--- src/rtl/pwm_pkg.sv ---
// Shared constants for the multi-channel PWM block: alignment modes, count direction
// and the default counter width.
package pwm_pkg;

  localparam int unsigned DEFAULT_WIDTH = 24;

  localparam logic MODE_EDGE   = 1'b0;
  localparam logic MODE_CENTER = 1'b1;

  localparam logic DIR_UP   = 1'b0;
  localparam logic DIR_DOWN = 1'b1;

endpackage

--- src/rtl/pwm_timebase.sv ---
// Shared PWM timebase: up counter (edge-aligned) or up/down counter (center-aligned)
// with period-boundary detection.
module pwm_timebase
  import pwm_pkg::*;
#(
  parameter int unsigned WIDTH = DEFAULT_WIDTH
) (
  input  logic             clk,
  input  logic             rst,
  input  logic [WIDTH-1:0] period,
  input  logic             mode,
  output logic [WIDTH-1:0] cnt,
  output logic             dir,
  output logic             boundary
);

  logic [WIDTH-1:0] cnt_q, cnt_d;
  logic             dir_q, dir_d;
  logic [WIDTH-1:0] top;

  assign top = period - WIDTH'(1);

  always_comb begin
    cnt_d    = cnt_q;
    dir_d    = dir_q;
    boundary = 1'b0;
    if (period == '0) begin
      // Idle: counter parked, every cycle is a boundary.
      cnt_d    = '0;
      dir_d    = DIR_UP;
      boundary = 1'b1;
    end else if (mode == MODE_EDGE || period == WIDTH'(1)) begin
      dir_d = DIR_UP;
      if (cnt_q == top) begin
        cnt_d    = '0;
        boundary = 1'b1;
      end else begin
        cnt_d = cnt_q + WIDTH'(1);
      end
    end else if (dir_q == DIR_UP) begin
      // The top value is held once more on the way down.
      if (cnt_q == top) begin
        dir_d = DIR_DOWN;
      end else begin
        cnt_d = cnt_q + WIDTH'(1);
      end
    end else begin
      if (cnt_q == '0) begin
        dir_d    = DIR_UP;
        boundary = 1'b1;
      end else begin
        cnt_d = cnt_q - WIDTH'(1);
      end
    end
  end

  always_ff @(posedge clk or negedge rst) begin
    if (!rst) begin
      cnt_q <= '0;
      dir_q <= DIR_UP;
    end else begin
      cnt_q <= cnt_d;
      dir_q <= dir_d;
    end
  end

  assign cnt = cnt_q;
  assign dir = dir_q;

endmodule

--- src/rtl/pwm_multi.sv ---
// Multi-channel PWM generator: one shared timebase, double-buffered period/compare/mode
// applied at period boundaries, registered glitch-free outputs.
module pwm_multi
  import pwm_pkg::*;
#(
  parameter int unsigned         WIDTH    = DEFAULT_WIDTH,
  parameter int unsigned         CHANNELS = 4,
  parameter logic [CHANNELS-1:0] POLARITY = {CHANNELS{1'b0}}
) (
  input  logic                      clk,
  input  logic                      rst,
  input  logic [WIDTH-1:0]          period_in,
  input  logic [CHANNELS*WIDTH-1:0] compare_in,
  input  logic                      mode_in,
  input  logic                      load,
  input  logic [CHANNELS-1:0]       enable,
  output logic [CHANNELS-1:0]       pwm,
  output logic                      period_done,
  output logic                      load_done
);

  logic [WIDTH-1:0]                 period_act_q, period_act_d;
  logic [WIDTH-1:0]                 period_pend_q, period_pend_d;
  logic [CHANNELS-1:0][WIDTH-1:0]   cmp_act_q, cmp_act_d;
  logic [CHANNELS-1:0][WIDTH-1:0]   cmp_pend_q, cmp_pend_d;
  logic                             mode_act_q, mode_act_d;
  logic                             mode_pend_q, mode_pend_d;
  logic                             pend_valid_q, pend_valid_d;
  logic [CHANNELS-1:0]              pwm_q, pwm_d;
  logic                             period_done_q, load_done_q;

  logic [WIDTH-1:0]                 cnt;
  logic                             dir;
  logic                             boundary;
  logic                             apply;
  logic [CHANNELS-1:0]              pwm_raw;
  logic                             unused_dir;

  pwm_timebase #(
    .WIDTH (WIDTH)
  ) u_timebase (
    .clk      (clk),
    .rst      (rst),
    .period   (period_act_q),
    .mode     (mode_act_q),
    .cnt      (cnt),
    .dir      (dir),
    .boundary (boundary)
  );

  assign unused_dir = dir;

  // Apply uses the pending values as they stood before this cycle's load.
  assign apply = boundary & pend_valid_q;

  always_comb begin
    period_pend_d = period_pend_q;
    cmp_pend_d    = cmp_pend_q;
    mode_pend_d   = mode_pend_q;
    pend_valid_d  = pend_valid_q;
    period_act_d  = period_act_q;
    cmp_act_d     = cmp_act_q;
    mode_act_d    = mode_act_q;
    if (apply) begin
      period_act_d = period_pend_q;
      cmp_act_d    = cmp_pend_q;
      mode_act_d   = mode_pend_q;
      pend_valid_d = 1'b0;
    end
    if (load) begin
      period_pend_d = period_in;
      cmp_pend_d    = compare_in;
      mode_pend_d   = mode_in;
      pend_valid_d  = 1'b1;
    end
  end

  for (genvar i = 0; i < CHANNELS; i++) begin : g_ch
    assign pwm_raw[i] = enable[i] & (period_act_q != '0) & (cnt < cmp_act_q[i]);
  end

  assign pwm_d = pwm_raw ^ POLARITY;

  always_ff @(posedge clk or negedge rst) begin
    if (!rst) begin
      period_act_q  <= '0;
      period_pend_q <= '0;
      cmp_act_q     <= '0;
      cmp_pend_q    <= '0;
      mode_act_q    <= MODE_EDGE;
      mode_pend_q   <= MODE_EDGE;
      pend_valid_q  <= 1'b0;
      pwm_q         <= POLARITY;
      period_done_q <= 1'b0;
      load_done_q   <= 1'b0;
    end else begin
      period_act_q  <= period_act_d;
      period_pend_q <= period_pend_d;
      cmp_act_q     <= cmp_act_d;
      cmp_pend_q    <= cmp_pend_d;
      mode_act_q    <= mode_act_d;
      mode_pend_q   <= mode_pend_d;
      pend_valid_q  <= pend_valid_d;
      pwm_q         <= pwm_d;
      period_done_q <= boundary;
      load_done_q   <= apply;
    end
  end

  assign pwm         = pwm_q;
  assign period_done = period_done_q;
  assign load_done   = load_done_q;

endmodule

--- config.mk ---
export PLATFORM = sky130hd
export DESIGN_NAME = pwm_multi
export DESIGN_NICKNAME = d
export VERILOG_FILES = /design/src/rtl/pwm_pkg.sv /design/src/rtl/pwm_timebase.sv /design/src/rtl/pwm_multi.sv
export SDC_FILE = /design/constraint.sdc
export NUM_CORES = 1
export LEC_CHECK = 0
export CORE_MARGIN = 4
export CORE_UTILIZATION = 30
export CTS_BUF_LIST = sky130_fd_sc_hd__clkbuf_4 sky130_fd_sc_hd__clkbuf_8
export CTS_CLUSTER_SIZE = 40
export DETAILED_ROUTE_END_ITERATION = 7
export GPL_ROUTABILITY_DRIVEN = 0
export PLACE_DENSITY_LB_ADDON = 0.08
export SYNTH_ARGS = -nofsm -noshare
export SYNTH_HDL_FRONTEND = slang
export SYNTH_SLANG_ARGS = --single-unit
--- constraint.sdc ---
create_clock -name clk -period 4.75 [get_ports clk]
set_input_delay 0.95 -clock clk [delete_from_list [all_inputs] [get_ports clk]]
set_output_delay 0.95 -clock clk [all_outputs]
set_load 0.01 [all_outputs]
==> reports/summary.txt, run 1 <==
Status: completed
Req. time, crit path: 5.25 ns
Post-Syn Area per Cell: 11.63 um^2
DP HPWL: 28.20 mm
Largest net degree at the start of global routing: 100
Ys Warns: 0
Clk pin slew, worst setup/hold paths: 0.06 ns
Tcrit/Tclk final: 82.35%
Post-CTS resize count: 0
Cell taking the most area after synthesis: dfrtp_1
Htree depth: 2
Syn Inst Count: 1261
Synth Register Bits: 274
Max Clock Skew: 0.02149 ns
Proportion of layout cells with a drive suffix above 1: 19.58%
Port Buffers: 133
RSZ-0062 raised after global routing: false
Post-DR vias/cell: 5.011
CTS buffer count: 50
Worst-margin pin slew: 0.9830 ns
Die span in x: 229.1 um
Via count: 10322
GR met1 Demand/Resource: 20.78%
Achievable Freq: 255.6 MHz
DIE AREA: 0.05248 mm^2
CTS tree: yes
Sequential fraction of the synthesis area: 46.76%
Vias in the first global route: 10978
# setup viols final: 0
Clk Latency, worst-skew pair: 0.62 ns
Final WL: 40.06 mm
Top cells by area, synth: dfrtp_1 47%, mux2_2 12%, ha_1 8.3%
Initial core utilization: 30.52%
Core Footprint: 0.04805 mm^2
Slew Limit Fails: 0
Routed Antenna Nets: 0
DR WL/cell: 19.45 um
Drt drc: 0
Total I/O pin count: 134
CP peak stage delay: 0.49 ns
Row count: 80
Met3 Use GR: 2.932%
CP max FO: 74
Worst Hold Class: in -> async
Layout area overhead: 20.78%
Worst VDD drop: 0.0001706 V
Top FF cell, synth: dfrtp_1
Die extent in y: 229.1 um
Delay-heaviest family, CP: simple AND/OR/NAND/NOR gates
Startpoint Class: flip-flop
Layout Utilization: 36.86%
R2R Path Start: period_act_q[0]
Slowest cell on crit path: or4b_1
Unique masters post-synth: 70
Initial antenna violation count: 0
WP data arrival: 4.41 ns
Number of flops mapped to enable cells by yosys: 0
Pwr dens: 499.8 mW/mm^2
Hold_buf cts: 0
FF-to-FF End: cmp_act_q[71]
GRT Overall Usage: 15.38%
Post-CTS setup buffers: 0
Reg2reg path depth: 11
CP bufs+invs: 2
First-pass GRT wire length: 64.03 mm
CTS Buffer Depth: 3
Routing usage on met2: 25.14%
CP Class: reg -> reg
Gr ovfl total: 0
# clock sinks: 274
Ys async rst share: 100.0%
Final TNS setup: 0 ns
Final Critical Period: 3.912 ns
Syn Nets: 1486
Lkg Pwr: 7.935 nW
MaxCap Viol Count: 0
Ant. Diodes: 0
Mapped cell area: 0.01466 mm^2
Clock root cell: clkbuf_8
DRT iter0 DRCs: 516
Final nets: 1633
Worst setup EP type: flip-flop
R2R Setup Slk: 0.84 ns
Final Hold Fails: 0
Slew headroom: 34.47%
Gr busiest metal: met2
Yosys top cell area share: 46.76%
Crit path cell chain: inv_1 -> ha_1 -> nor3b_1 -> or4b_1 -> xnor2_1 -> o211ai_1 -> nor4_2 -> nand2_1 -> o311ai_4 -> buf_12 -> mux2_2
First-pass iteration count of the detailed router: 5
[how the worst max path moves through the flow]
stage / start / to / slack [ns] / cells after the start
after floorplan: period_act_q[0] / cmp_act_q[0] / 1.39 / 11
after global placement: u_timebase.cnt[6] / u_timebase.cnt[19] / 0.85 / 8
after detailed placement: period_act_q[0] / cmp_act_q[26] / 0.85 / 11
after CTS: period_act_q[0] / cmp_act_q[26] / 0.83 / 11
after global routing: u_timebase.cnt[6] / u_timebase.cnt[9] / 0.45 / 8
final: period_act_q[0] / cmp_act_q[71] / 0.84 / 11
[area by class of cell]
cell class                 instances  area (um^2)
fill                            4848        30340
clock buffer                      82         1010
tap                              615        769.5
sequential                       274         6857
multi-input combinational        798         6977
timing repair buffer             159         1579
clock inverter                     7        48.80
inverter                         125        469.2
[stage by stage]
step / instance area (um^2) / setup slack [ns] / power [mW] / cells / hold slack [ns]
floorplan: 14660 / 1.387 / 5.581 / 1261 / 0.4581
global placement: 16650 / 0.8455 / 6.521 / 1971 / 0.4695
detailed placement: 16650 / 0.8546 / 6.553 / 1971 / 0.4737
CTS: 17710 / 0.8252 / 9.034 / 2060 / 0.3586
global route: 17710 / 0.4524 / 9.611 / 2060 / 0.3982
finish: 17710 / 0.8382 / 8.852 / 2060 / 0.3644
[cells in the mapped netlist, types with 3 or more instances]
library cell and n:
a21o_1 38, nand2_1 20, nor2_1 37, a31o_2 3, mux2_2 152, buf_8 10, and2_1 5, xor2_1 11
a32oi_1 19, nor4_1 28, nor2b_1 7, xnor2_1 17, a211oi_1 6, ha_1 97, a21oi_1 18, nand2b_1 12
o211ai_1 13, inv_1 125, o41a_1 5, nor3_1 35, buf_4 3, or2_2 3, clkbuf_1 44, a2111oi_0 5
or3_1 14, a31oi_1 7, nor3b_1 4, nand4_1 41, mux2_1 90, mux2i_1 4, buf_2 3, buf_1 4
nand3_1 13, and3_1 6, or4_1 6, o21ai_0 36, dfrtp_1 274
[cell usage in the layout (no fill, tap or decap), types with 23 or more instances in the layout]
cell,instances
mux2_1,90
buf_4,23
clkdlybuf4s50_1,131
nand4_1,41
nor4_1,28
ha_1,97
mux2_2,152
a21o_1,38
o21ai_0,36
nor2_1,37
dfrtp_1,274
clkbuf_8,63
nor3_1,35
inv_1,125
[registers in the layout, summed over array words and instances (netlist names)]
name	count
cmp_act_q	96
cmp_pend_q	96
period_act_q	24
period_pend_q	24
u_timebase.cnt	24
pwm	4
load_done	1
mode_act_q	1
mode_pend_q	1
pend_valid_q	1
period_done	1
u_timebase.dir	1
[layer usage]
metal  vias up  wire [um]
li1       4894          -
met3        69       1986
met5         -          0
met2       255      18680
met1      5104      18510
met4         0        890
[report_power, final]
| group | internal [mW] | switching, mW |
|---|---|---|
| clock network | 1.34 | 1.03 |
| logic | 1.43 | 1.58 |
| registers | 2.98 | 0.496 |
[logic make-up (layout without fill, tap and decap cells)]
group / count (synthesis) / count (layout) / synth area share, %
flip-flops: 274 / 274 / 46.76
buffers and inverters: 189 / 373 / 5.709
AND/OR/NAND/NOR: 249 / 249 / 9.762
XOR/XNOR: 28 / 28 / 1.672
multiplexers: 246 / 246 / 18.86
adder cells (fa/ha/maj): 97 / 97 / 8.277
AO/OA/AOI/OAI: 178 / 178 / 8.960
(Power assumes the default switching activity.)
==> run 2, diff against run 1 <==
==> constraint.sdc (replaced) <==
create_clock -name clk -period 3.54 [get_ports clk]
set_input_delay 0.708 -clock clk [delete_from_list [all_inputs] [get_ports clk]]
set_output_delay 0.708 -clock clk [all_outputs]
set_load 0.01 [all_outputs]
==> reports/summary.txt, run 2 (synthesis results as in run 1) <==
Status: finished with violations
Violated checks: negative setup slack
Worst-margin pin slew: 0.6825 ns (-0.3005 ns)
Req. time, crit path: 4.02 ns (-1.23 ns)
Final nets: 1718 (+5.2%)
Final TNS setup: -0.8489 ns (-0.8489 ns)
Layout Utilization: 38.95% (+2.1 points)
Final Hold Fails: 0 (unchanged)
Drt drc: 0 (unchanged)
Worst setup EP type: flip-flop
Proportion of layout cells with a drive suffix above 1: 25.54% (+6.0 points)
First-pass GRT wire length: 66.16 mm (+3.3%)
Routed Antenna Nets: 0 (unchanged)
Initial antenna violation count: 0 (unchanged)
CTS Buffer Depth: 3 (unchanged)
Clk Latency, worst-skew pair: 0.61 ns (about the same)
Port Buffers: 133 (unchanged)
RSZ-0062 raised after global routing: true
Wire length on met2: 19.30 mm (+3.3%)
WL met1: 19.78 mm (+6.9%)
Hold Worst Slack: 0.4779 ns (+0.1135 ns)
DP HPWL: 30.24 mm (+7.3%)
Die span in x: 229.1 um (unchanged)
Max layer used: met4
Pwr dens: 679.6 mW/mm^2 (+36%)
Post-DR vias/cell: 4.994 (-0.32%)
Slowest cell on crit path: or4_4
Die extent in y: 229.1 um (unchanged)
Met3 wire len: 1.874 mm (-5.6%)
Crit path cell chain: or4_4 -> nor4_4 -> mux2i_1 -> a31o_1 -> a2111oi_4 -> nand2_2 -> o311ai_4 -> buf_12 -> buf_12 -> mux2_2
Lkg Pwr: 8.495 nW (+7.1%)
CTS buffer count: 52 (+4.0%)
Row count: 80 (unchanged)
Worst VDD drop: 0.0003329 V (+95%)
Slew headroom: 54.50% (+20 points)
DRT iter0 DRCs: 629 (+22%)
Gr ovfl total: 0 (unchanged)
Worst Hold Class: reg -> reg
# clock sinks: 274 (unchanged)
First-pass iteration count of the detailed router: 5 (unchanged)
Setup slack after layout: -0.03555 ns (-0.8738 ns)
Achievable Freq: 279.7 MHz (+9.4%)
Largest net degree at the start of global routing: 106 (+6.0%)
Design Area, Final: 0.01871 mm^2 (+5.7%)
Htree depth: 2 (unchanged)
DIE AREA: 0.05248 mm^2 (unchanged)
Total I/O pin count: 134 (unchanged)
FILL cells: 4755 (-1.9%)
Crit path top cell by count: buf_12
Clock root cell: clkbuf_8
Clk pin slew, worst setup/hold paths: 0.06 ns (about the same)
Core Footprint: 0.04805 mm^2 (unchanged)
Commonest cells after routing, fill and taps aside: 274 x dfrtp_1, 140 x mux2_2, 131 x clkdlybuf4s50_1, 125 x inv_1, 96 x ha_1
WP data arrival: 4.06 ns (-0.35 ns)
Initial core utilization: 30.52% (unchanged)
Vias in the first global route: 11349 (+3.4%)
Startpoint Class: flip-flop
Largest regs: cmp_act_q (96), cmp_pend_q (96)
GRT Overall Usage: 16.01% (+0.63 points)
Via count: 10718 (+3.8%)
Max Clock Skew: 0.02516 ns (+0.003670 ns)
CTS tree: yes
CP peak stage delay: 0.57 ns (+0.08 ns)
Slew Limit Fails: 0 (unchanged)
Ant. Diodes: 0 (unchanged)
DR WL/cell: 19.63 um (+0.95%)
# setup viols final: 61 (+61)
Final WL: 42.13 mm (+5.2%)
Layout area overhead: 27.61%
Tcrit/Tclk final: 101.0% (+19 points)
CP max FO: 16 (-78%)
MaxCap Viol Count: 0 (unchanged)
R2R Setup Slk: -0.04 ns (-0.87 ns)
Post-Place Worst Slack: -0.1360 ns (-0.9906 ns)
Area of placed instances: 0.01730 mm^2 (+3.9%)
Final Critical Period: 3.576 ns (-0.3362 ns)
Most common cell after layout, fill and taps aside: dfrtp_1
CP Class: reg -> reg
## run 2: cell types whose count changed in the layout (fill, tap and decap cells not counted), sizes merged
cell and delta:
inv +1, clkinv -1, buf +81, bufinv +1
dlygate4sd3 +1, clkinvlp +1, clkbuf +2
## run 2: metal layers
metal | vias up | track usage (%)
li1 | 5074 | -
met1 | 5331 | 21.95
met2 | 243 | 25.49
met3 | 70 | 2.970
met4 | 0 | 5.572
met5 | - | 0
## run 2: repair_timing
| item | 4_1_cts | 5_1_grt |
|---|---|---|
| pin swaps | 2 | 6 |
| hold buffers | 1 | 0 |
| setup endpoints to repair | 114 | 121 |
| gates resized for setup | 9 | 35 |
| hold endpoints to repair | 9 | 0 |
| cloned | 1 | 1 |
| setup buffers | 2 | 6 |
## run 2: through the flow
| stage | cells | power [mW] |
|---|---|---|
| after floorplan | 1261 | 7.488 |
| after global placement | 2043 | 9.285 |
| after detailed placement | 2043 | 9.324 |
| after CTS | 2139 | 12.78 |
| after global routing | 2146 | 13.73 |
| final | 2146 | 12.72 |
## run 2: final timing paths
kind | depth (start not counted) | startpoint | end
worst max-delay path | 10 | period_act_q[0] | cmp_act_q[49]
worst min-delay path | 1 | cmp_pend_q[45] | cmp_act_q[45]
worst max register to register | 10 | period_act_q[0] | cmp_act_q[49]
worst min register to register | 1 | cmp_pend_q[45] | cmp_act_q[45]
max in group asynchronous | 3 | rst | period_act_q[4]
min in group asynchronous | 2 | rst | cmp_pend_q[39]
## run 2: area by class of cell
type                            instances  area [um^2]  area share (%)
Timing Repair Buffer                  242         2407           12.87
Inverter                              125        469.2           2.508
Multi-Input combinational cell        798         7119           38.05
Sequential cell                       274         6857           36.64
Clock inverter                          9        78.83          0.4213
Clock buffer                           83         1011           5.403
Tap cell                              615        769.5           4.112
## run 2: power breakdown
part           switching, mW  leakage [nW]  internal (mW)  total (mW)
registers              0.534          3.41           4.00        4.53
clock network           1.37         0.581           1.87        3.24
logic                   2.46          4.50           2.48        4.94
total                   4.36          8.49           8.36        12.7
## run 2: worst max-delay path, delay by kind of cell, from the launching register on
kind / cells / cell delay [ns]
simple gates: 3 / 1.06
compound gates: 3 / 1.05
mux: 2 / 0.47
flops: 1 / 0.43
buf+inv: 2 / 0.41
==> run 3, diff against run 2 <==
--- a/config.mk
+++ b/config.mk
@@ -11,7 +11,9 @@
 export CTS_CLUSTER_SIZE = 40
 export DETAILED_ROUTE_END_ITERATION = 7
 export GPL_ROUTABILITY_DRIVEN = 0
+export GPL_TIMING_DRIVEN = 0
 export PLACE_DENSITY_LB_ADDON = 0.08
+export RECOVER_POWER = 25
 export SYNTH_ARGS = -nofsm -noshare
 export SYNTH_HDL_FRONTEND = slang
 export SYNTH_SLANG_ARGS = --single-unit
==> reports/summary.txt, run 3 (synthesis results as in run 1) <==
Comb power frac: 38.1% (-0.7 points)
DRT iter0 DRCs: 531 (-16%)
Sequential cell fraction of total power: 35.4% (-0.3 points)
# clock sinks: 274 (unchanged)
Initial antenna violation count: 0 (unchanged)
Multi-input gate area: 0.007476 mm^2 (+5.0%)
Routed Antenna Nets: 0 (unchanged)
RSZ-0062 raised after global routing: true
Clock root cell: clkbuf_8
Gr ovfl total: 0 (unchanged)
Wire length on met2: 20.29 mm (+5.1%)
Setup slack after layout: -0.1188 ns (-0.08322 ns)
Post-DR vias/cell: 5.041 (+0.93%)
Switch Pwr: 4.529 mW (+3.9%)
Clk Latency, worst-skew pair: 0.63 ns (+0.02 ns)
Met3 wire len: 2.233 mm (+19%)
CP peak stage delay: 0.53 ns (-0.04 ns)
Final Critical Period: 3.659 ns (+0.08322 ns)
First-pass GRT wire length: 68.16 mm (+3.0%)
GRT Overall Usage: 16.63% (+0.62 points)
Htree depth: 2 (unchanged)
Die span in x: 229.1 um (unchanged)
Final TNS setup: -4.140 ns (-3.291 ns)
Status: finished with violations
Slew headroom: -48.66% (-100 points)
R2R Setup Slk: -0.12 ns (-0.08 ns)
Worst-margin pin slew: 2.230 ns (+1.547 ns)
Drt drc: 0 (unchanged)
Max Clock Skew: 0.01486 ns (-0.01030 ns)
Tcrit/Tclk final: 103.4% (+2.4 points)
Slowest cell on crit path: or4_4
Violated checks: max-capacitance violations, max-slew violations, negative setup slack
Max layer used: met4
DIE AREA: 0.05248 mm^2 (unchanged)
Clk pin slew, worst setup/hold paths: 0.06 ns (about the same)
Reg2reg path depth: 12 (+2)
Pwr dens: 694.8 mW/mm^2 (+2.2%)
DR WL/cell: 20.66 um (+5.3%)
Crit path top cell by count: buf_12
CTS buffer count: 51 (-1.9%)
FILL cells: 4735 (-0.42%)
Post-Place Worst Slack: -0.6457 ns (-0.5097 ns)
Hold_buf cts: 0 (-1)
Internal power: 8.828 mW (+5.6%)
Largest net degree at the start of global routing: 114 (+7.5%)
Via count: 10828 (+1.0%)
WL met1: 20.28 mm (+2.5%)
Achievable Freq: 273.3 MHz (-2.3%)
DP HPWL: 30.94 mm (+2.3%)
Clock share of power: 26.6% (+1.1 points)
Vias in the first global route: 11430 (+0.71%)
Final Hold Fails: 0 (unchanged)
Layout area overhead: 31.10%
WP data arrival: 4.16 ns (+0.10 ns)
Final nets: 1719 (+0.058%)
Storage cell area: 0.006870 mm^2 (+0.20%)
Proportion of layout cells with a drive suffix above 1: 30.01% (+4.5 points)
Worst VDD drop: 0.0002690 V (-19%)
R2R Path Start: period_act_q[8]
Port Buffers: 132 (-0.75%)
Core Footprint: 0.04805 mm^2 (unchanged)
Die extent in y: 229.1 um (unchanged)
Switching share of total power: 33.91% (-0.36 points)
Req. time, crit path: 4.05 ns (+0.03 ns)
# setup viols final: 98 (+61%)
Final WL: 44.39 mm (+5.3%)
Crit path cell chain: or4_4 -> or3_4 -> nor4_4 -> o211ai_1 -> a2111oi_4 -> nand2_2 -> o311ai_4 -> buf_6 -> buf_12 -> buf_12 -> clkbuf_16 -> mux2_1
Total I/O pin count: 134 (unchanged)
CTS tree: yes
Startpoint Class: flip-flop
Row count: 80 (unchanged)
Slew Limit Fails: 83 (+83)
MaxCap Viol Count: 1 (+1)
Worst Hold Class: reg -> reg
First-pass iteration count of the detailed router: 4 (-1)
Ant. Diodes: 0 (unchanged)
Largest regs: cmp_act_q (96), cmp_pend_q (96)
CP Class: reg -> reg
Worst setup startpoint: period_act_q[8]
Last element of the critical path: cmp_act_q[11]
Lkg Pwr: 8.536 nW (+0.48%)
Initial core utilization: 30.52% (unchanged)
CTS Buffer Depth: 3 (unchanged)
FF-to-FF End: cmp_act_q[11]
CP max FO: 5 (-11)
Commonest cells after routing, fill and taps aside: 263 x dfrtp_1, 152 x mux2_2, 131 x clkdlybuf4s50_1, 125 x inv_1, 96 x ha_1
Most common cell after layout, fill and taps aside: dfrtp_1
Worst setup EP type: flip-flop
run 3: changes by cell type in the layout (fill, tap and decap cells not counted), moves of 10 or more:
cell,previous run,this run
dfrtp_2,0,11
mux2_1,74,6
clkbuf_1,0,26
o21ai_0,36,26
mux2_2,140,152
dfrtp_1,274,263
mux2_4,28,84
clkbuf_4,21,11
clkbuf_2,0,10
buf_4,89,37
run 3: worst min-delay path by stage:
| stage | end | startpoint | depth (start not counted) | slack [ns] |
|---|---|---|---|---|
| 6_report | cmp_act_q[15] | cmp_act_q[15] | 1 | 0.48 |
| 5_1_grt | cmp_act_q[11] | cmp_pend_q[11] | 1 | 0.51 |
| 4_1_cts | cmp_pend_q[62] | rst | 1 | 0.07 |
| 3_5_place_dp | cmp_act_q[20] | cmp_act_q[20] | 1 | 0.47 |
| 3_3_place_gp | cmp_act_q[87] | cmp_act_q[87] | 1 | 0.47 |
| 2_1_floorplan | cmp_act_q[0] | rst | 0 | 0.41 |
run 3: stage by stage:
step / instance area [um^2] / hold WS [ns] / instances / util (%) / total power [mW]
2_1_floorplan: 14660 / 0.4124 / 1261 / - / 7.488
3_3_place_gp: 16750 / 0.4695 / 2008 / 34.87 / 8.792
3_5_place_dp: 16810 / 0.4747 / 2010 / 34.99 / 8.840
4_1_cts: 18810 / 0.06881 / 2128 / 39.16 / 13.13
5_1_grt: 19220 / 0.5056 / 2148 / 40.01 / 14.36
6_report: 19220 / 0.4848 / 2148 / 40.01 / 13.36
run 3: worst max-delay path: cells and delay by family (launching register included):
family	cells	cell delay (ns)
AND/OR/NAND/NOR	4	1.37
AO/OA/AOI/OAI	3	0.80
flip-flops	1	0.46
buffers and inverters	4	0.58
multiplexers	1	0.31
run 3: repair_timing:
action                                  in CTS  in global routing
pin swaps                                   11                 11
setup buffers                               27                 22
gates resized for setup                    122                 79
cloned                                       4                  5
endpoints found under the setup margin     146                145
run 3: routing by layer:
metal / global-route usage (%) / up-vias
met3: 3.628 / 92
met2: 26.22 / 311
met5: 0 / -
li1: - / 5061
met1: 22.60 / 5364
met4: 5.934 / 0
run 3: power groups by stage:
stage | logic, mW | registers (mW) | clock network [mW]
global route | 5.68 | 4.85 | 3.83
CTS | 4.70 | 4.73 | 3.69
detailed placement | 4.09 | 4.75 | 0
floorplan | 3.04 | 4.45 | 0
finish | 5.09 | 4.72 | 3.55
global placement | 4.05 | 4.74 | 0
run 3: area by class of cell:
cell class                      count  share of cell area, %
Buffer                             55                  2.141
Clock buffer                       80                  5.402
Clock inverter                     12                 0.8657
Inverter                          125                  2.441
Multi-Input combinational cell    798                  38.89
Sequential cell                   274                  35.74
Tap cell                          615                  4.003
Timing Repair Buffer              189                  10.52
